### src/rtl/msk_inv_sbox_lin_pipe.sv
`default_nettype none
// ============================================================================
//  Module      : msk_inv_sbox_lin_pipe
//  Description : Masked, bitsliced linear layer in front of the Clyde S-box.
//                Applies bypass / forward pre-inverse / reverse mapping to the
//                four slices share-wise, then stores the result in a 2-entry
//                elastic buffer (head + skid) with valid/ready handshakes.
//  Revision    : 1.0  initial release
// ============================================================================
module msk_inv_sbox_lin_pipe #(
    parameter  int d     = 4,
    parameter  int COUNT = 32,
    localparam int W     = 4 * COUNT * d
) (
    input  logic         clk,
    input  logic         rst,
    input  logic [W-1:0] in_data,
    input  logic [1:0]   in_mode,
    input  logic         in_valid,
    output logic         in_ready,
    output logic [W-1:0] out_data,
    output logic         out_valid,
    input  logic         out_ready,
    output logic         err_mode
);

    // One slice holds COUNT bits, each carried as d shares.
    localparam int SW = COUNT * d;

    localparam logic [1:0] MODE_BYPASS  = 2'd0;
    localparam logic [1:0] MODE_FORWARD = 2'd1;
    localparam logic [1:0] MODE_REVERSE = 2'd2;
    localparam logic [1:0] MODE_ILLEGAL = 2'd3;

    // Buffer occupancy doubles as the control state.
    localparam logic [1:0] ST_EMPTY = 2'd0;
    localparam logic [1:0] ST_ONE   = 2'd1;
    localparam logic [1:0] ST_FULL  = 2'd2;

    logic [SW-1:0] w_x0, w_x1, w_x2, w_x3;
    logic [SW-1:0] w_y0, w_y1, w_y2, w_y3;
    logic [W-1:0]  w_xf;

    logic [1:0]    r_count;
    logic [1:0]    w_count_nxt;
    logic [W-1:0]  r_head;
    logic [W-1:0]  r_skid;
    logic          r_err;

    logic          w_push;
    logic          w_pop;
    logic          w_head_load;
    logic          w_head_from_skid;
    logic          w_skid_load;

    assign w_x0 = in_data[0*SW +: SW];
    assign w_x1 = in_data[1*SW +: SW];
    assign w_x2 = in_data[2*SW +: SW];
    assign w_x3 = in_data[3*SW +: SW];

    // Slice permutation/XOR; slices share identical share packing, so a
    // vector XOR of two slices only ever combines equal share indices.
    always_comb begin
        w_y0 = w_x0;
        w_y1 = w_x1;
        w_y2 = w_x2;
        w_y3 = w_x3;
        case (in_mode)
            MODE_FORWARD: begin
                w_y0 = w_x1;
                w_y1 = w_x0 ^ w_x2;
                w_y2 = w_x3;
                w_y3 = w_x0;
            end
            MODE_REVERSE: begin
                w_y0 = w_x3;
                w_y1 = w_x0;
                w_y2 = w_x1 ^ w_x3;
                w_y3 = w_x2;
            end
            default: begin
                // Bypass, and the illegal mode is also passed through unchanged.
                w_y0 = w_x0;
                w_y1 = w_x1;
                w_y2 = w_x2;
                w_y3 = w_x3;
            end
        endcase
    end

    assign w_xf   = {w_y3, w_y2, w_y1, w_y0};
    assign w_push = in_valid && in_ready;
    assign w_pop  = out_valid && out_ready;

    // Occupancy register.
    always_ff @(posedge clk or posedge rst) begin
        if (rst) begin
            r_count <= ST_EMPTY;
        end else begin
            r_count <= w_count_nxt;
        end
    end

    // Next occupancy plus load strobes for head and skid.
    always_comb begin
        w_count_nxt      = r_count;
        w_head_load      = 1'b0;
        w_head_from_skid = 1'b0;
        w_skid_load      = 1'b0;
        case (r_count)
            ST_EMPTY: begin
                if (w_push) begin
                    w_head_load = 1'b1;
                    w_count_nxt = ST_ONE;
                end
            end
            ST_ONE: begin
                if (w_push && w_pop) begin
                    w_head_load = 1'b1;
                end else if (w_push) begin
                    w_skid_load = 1'b1;
                    w_count_nxt = ST_FULL;
                end else if (w_pop) begin
                    w_count_nxt = ST_EMPTY;
                end
            end
            ST_FULL: begin
                // in_ready is low here, so only a pop can happen.
                if (w_pop) begin
                    w_head_load      = 1'b1;
                    w_head_from_skid = 1'b1;
                    w_count_nxt      = ST_ONE;
                end
            end
            default: begin
                w_count_nxt = ST_EMPTY;
            end
        endcase
    end

    // Handshake outputs decoded purely from registered occupancy.
    always_comb begin
        in_ready  = (r_count == ST_EMPTY) || (r_count == ST_ONE);
        out_valid = (r_count == ST_ONE)   || (r_count == ST_FULL);
    end

    // Head/skid storage; the head holds its value whenever it is not loaded.
    always_ff @(posedge clk or posedge rst) begin
        if (rst) begin
            r_head <= '0;
            r_skid <= '0;
        end else begin
            if (w_head_load) begin
                r_head <= w_head_from_skid ? r_skid : w_xf;
            end
            if (w_skid_load) begin
                r_skid <= w_xf;
            end
        end
    end

    // Sticky illegal-mode flag, set only by an accepted mode-3 word.
    always_ff @(posedge clk or posedge rst) begin
        if (rst) begin
            r_err <= 1'b0;
        end else if (w_push && (in_mode == MODE_ILLEGAL)) begin
            r_err <= 1'b1;
        end
    end

    assign out_data = r_head;
    assign err_mode = r_err;

endmodule
`default_nettype wire

### config.mk
export PLATFORM = sky130hd
export DESIGN_NAME = msk_inv_sbox_lin_pipe
export DESIGN_NICKNAME = d
export VERILOG_FILES = /design/src/rtl/msk_inv_sbox_lin_pipe.sv
export SDC_FILE = /design/constraint.sdc
export NUM_CORES = 2
export LEC_CHECK = 0
export CORE_MARGIN = 5
export CORE_UTILIZATION = 28
export CTS_BUF_LIST = sky130_fd_sc_hd__clkbuf_8
export DETAILED_ROUTE_END_ITERATION = 16
export PLACE_DENSITY = 0.52
export SLEW_MARGIN = 20
export SYNTH_ARGS = -nofsm -noshare
export SYNTH_HDL_FRONTEND = slang
export SYNTH_SLANG_ARGS = --single-unit
### constraint.sdc
create_clock -name clk -period 48.1 [get_ports clk]
set_input_delay 12.025 -clock clk [delete_from_list [all_inputs] [get_ports clk]]
set_output_delay 12.025 -clock clk [all_outputs]
set_load 0.005 [all_outputs]
==> results.sh <==
export IMPL_synth_seq_cells=1027
export IMPL_utilization=0.363
export IMPL_layout_worst_path_cycle_share=0.344
export IMPL_synth_seq_area_share=0.472
export IMPL_hold_start="r_skid[181]"
export IMPL_grt_pass1_vias=48155
export IMPL_synth_nets=6033
export IMPL_antenna_left=0
export IMPL_ioPinCount=1033
export IMPL_drtPass1Iterations=10
export IMPL_synth_top_flop_cell="dfrtp_1"
export IMPL_die_height_um=451
export IMPL_grt_pass1_wl_um=346000
export IMPL_clock_sinks=1027
export IMPL_post_cts_setup_buffers=0
export IMPL_cts_htree_levels=4
export IMPL_max_freq_mhz=60.5
export IMPL_cts_tree="done"
export IMPL_maxCapViolCount=0
export IMPL_cts_root_buf="clkbuf_8"
export IMPL_rr_worst_depth=8
export IMPL_io_buffers=1032
export IMPL_cp_required_ns=48.83
export IMPL_start_util=0.282
export IMPL_grt_overflow_total=0
export IMPL_p_leak_nw=29.2
export IMPL_design_core_area_um2=193000
export IMPL_syn_avg_cell_area_um2=9.89
export IMPL_r2r_start="r_count[0]"
export IMPL_netlist_instances=5507
export IMPL_hold_path_endpoint="r_skid[181]"
export IMPL_setup_viol=0
export IMPL_crit_start="in_valid"
export IMPL_hp_class="register to register"
export IMPL_postSynth_asyncResetShare=1.00
export IMPL_rsz0062_at_grt="no"
export IMPL_hold_buffers=0
export IMPL_syn2layout_area_growth_pct=28.6
export IMPL_worst_pin_slew_ns=1.32
export IMPL_syn_cell_area_um2=54500
export IMPL_drt_iter0_drc=5026
export IMPL_clkLatencyLatePin_ns=0.95
export IMPL_drv_slew=0
export IMPL_holdPathStages=2
export IMPL_via_count=49522
export IMPL_numCtsBuffers=195
export IMPL_powerDensity_nw_per_um2=58.3
export IMPL_worstSetupPathType="input port to register"
export IMPL_regArea_um2=25700
export IMPL_layout_drive_gt1_share=0.0584
export IMPL_synth_yosys_warnings=0
export IMPL_grt_max_degree=213
export IMPL_synth_edff_count=0
export IMPL_start_kind="input port"
export IMPL_cts_repair_resized=0
export IMPL_gp_congestion=0.848
export IMPL_status="finished clean"
export IMPL_path_clk_slew_ns=0.06
export IMPL_fillers=19400
export IMPL_skew_ns=0.0636
export IMPL_multi_input_area_um2=26000
export IMPL_dieArea_um2=203000
export IMPL_drt_wl_total_um=237000
export IMPL_wl_per_cell_um=26.5
export IMPL_timing_final_crit_period_ns=16.54
export IMPL_yosysUniqueCellTypes=37
export IMPL_grtUsageTotal=0.224
export IMPL_critPathArrivalTime_ns=17.27
export IMPL_endpoint_kind="register"
export IMPL_clockBufferDepth=3
export IMPL_hpwlAfterDp_um=158000
export IMPL_r2r_end="r_skid[48]"
export IMPL_die_w_um=451
export IMPL_cp_max_fo=104
export IMPL_nets=6743
export IMPL_num_rows=161
export IMPL_antenna_found_initial=68
export IMPL_timing_hold_violations_final=0
export IMPL_vias_per_cell=5.54
export IMPL_final_setup_tns_ns=0
export IMPL_max_slew_margin=0.119
export IMPL_drc=0
export IMPL_ir_drop_mv=0.0640
export IMPL_rrSetupSlack_ns=42.57
==> where the power goes <==
group | switching, mW | internal [mW]
clock network | 0.408 | 0.479
registers | 0.279 | 1.27
logic | 0.926 | 0.728
total | 1.61 | 2.47
==> placed cells by master, fill, tap and decap left out, types with 2 or more instances in the layout <==
| master | instances |
|---|---|
| inv_8 | 4 |
| o21ai_0 | 644 |
| a222oi_1 | 255 |
| clkdlybuf4s50_1 | 1032 |
| buf_16 | 2 |
| buf_12 | 8 |
| clkinvlp_4 | 2 |
| ha_1 | 6 |
| o31ai_1 | 255 |
| clkbuf_8 | 253 |
| xor2_1 | 255 |
| nor2b_4 | 2 |
| o21ai_1 | 125 |
| dfrtp_1 | 1027 |
| ha_4 | 2 |
| buf_4 | 67 |
| inv_1 | 81 |
| o221ai_1 | 256 |
| a22o_1 | 512 |
| bufinv_16 | 2 |
| nand3b_1 | 255 |
| buf_6 | 3 |
| nand2_1 | 1026 |
| diode_2 | 51 |
| clkinv_2 | 16 |
| mux2i_1 | 258 |
==> worst max-delay path: stages <==
cell and delay (ns):
clkdlybuf4s50_1 0.67, nand2_1 0.23, a21o_4 0.70, buf_4 0.81, buf_4 0.77, buf_4 0.85, buf_4 0.73, o21ai_0 0.23
==> cell type report <==
class / instances / share of cell area
Multi-Input combinational cell: 3870 / 0.370
Sequential cell: 1027 / 0.367
Timing Repair Buffer: 1112 / 0.158
Clock buffer: 253 / 0.0497
Tap cell: 2526 / 0.0451
Clock inverter: 97 / 0.00698
Antenna cell: 51 / 0.00182
Inverter: 11 / 0.000804
==> how the worst max path moves through the flow <==
stage                        endpoint  slack, ns
after floorplan              err_mode       7.17
after global placement    r_skid[159]      30.64
after detailed placement  r_skid[159]      30.52
after CTS                 r_skid[405]      31.61
after global routing      r_skid[315]      31.16
final                      r_skid[48]      31.56
==> stage by stage <==
| stage | cell area (um2) | setup WS, ns | cells | hold slack, ns | power [mW] |
|---|---|---|---|---|---|
| after floorplan | 54500 | 7.17 | 5507 | 0.449 | 2.37 |
| after global placement | 65900 | 30.64 | 8544 | 0.460 | 3.20 |
| after detailed placement | 65900 | 30.52 | 8544 | 0.470 | 3.23 |
| after CTS | 69900 | 31.61 | 8894 | 0.482 | 4.14 |
| after global routing | 70000 | 31.16 | 8940 | 0.497 | 4.36 |
| final | 70000 | 31.56 | 8947 | 0.476 | 4.08 |
==> registers in the layout, indices dropped and copies added (netlist names) <==
signal	cells
err_mode	1
r_count	2
out_data	512
r_skid	512
==> routing by layer <==
metal  track usage  vias to the layer above  share of wire
met5             0                        -        0.00078
met4         0.112                       26          0.046
met3        0.0440                      414          0.060
met2         0.367                     1856           0.48
met1         0.281                    24883           0.41
li1              -                    22343              -
==> synthesized netlist by cell type, types with 2 or more instances <==
| library cell | n | area [um2] |
|---|---|---|
| mux2i_1 | 258 | 2580 |
| clkbuf_1 | 340 | 1280 |
| o21ai_1 | 125 | 626 |
| xor2_1 | 255 | 2230 |
| o31ai_1 | 255 | 1910 |
| buf_2 | 178 | 891 |
| dfrtp_1 | 1027 | 25700 |
| o221ai_1 | 256 | 2240 |
| nand2_1 | 1027 | 3850 |
| buf_4 | 29 | 218 |
| nand3b_1 | 255 | 1910 |
| ha_1 | 8 | 100 |
| o21ai_0 | 644 | 3220 |
| buf_1 | 19 | 71.3 |
| a222oi_1 | 255 | 2550 |
| nand2b_1 | 2 | 12.5 |
| a22o_1 | 512 | 4480 |
| inv_1 | 11 | 41.3 |
| buf_6 | 33 | 372 |
==> cell families (layout without fill, tap and decap cells) <==
family | after synthesis | count (layout) | synth area share
muxes | 258 | 258 | 0.0474
other | 0 | 51 | 0
xor gates and xnor gates | 255 | 255 | 0.0410
DFF | 1027 | 1027 | 0.472
adders and majority gates | 8 | 8 | 0.00184
buffers and inverters | 610 | 1473 | 0.0527
AOI/OAI and AO/OA | 2059 | 2059 | 0.278
and+or+nand+nor | 1290 | 1290 | 0.107
No activity file was read; power rests on OpenSTA's default activity.
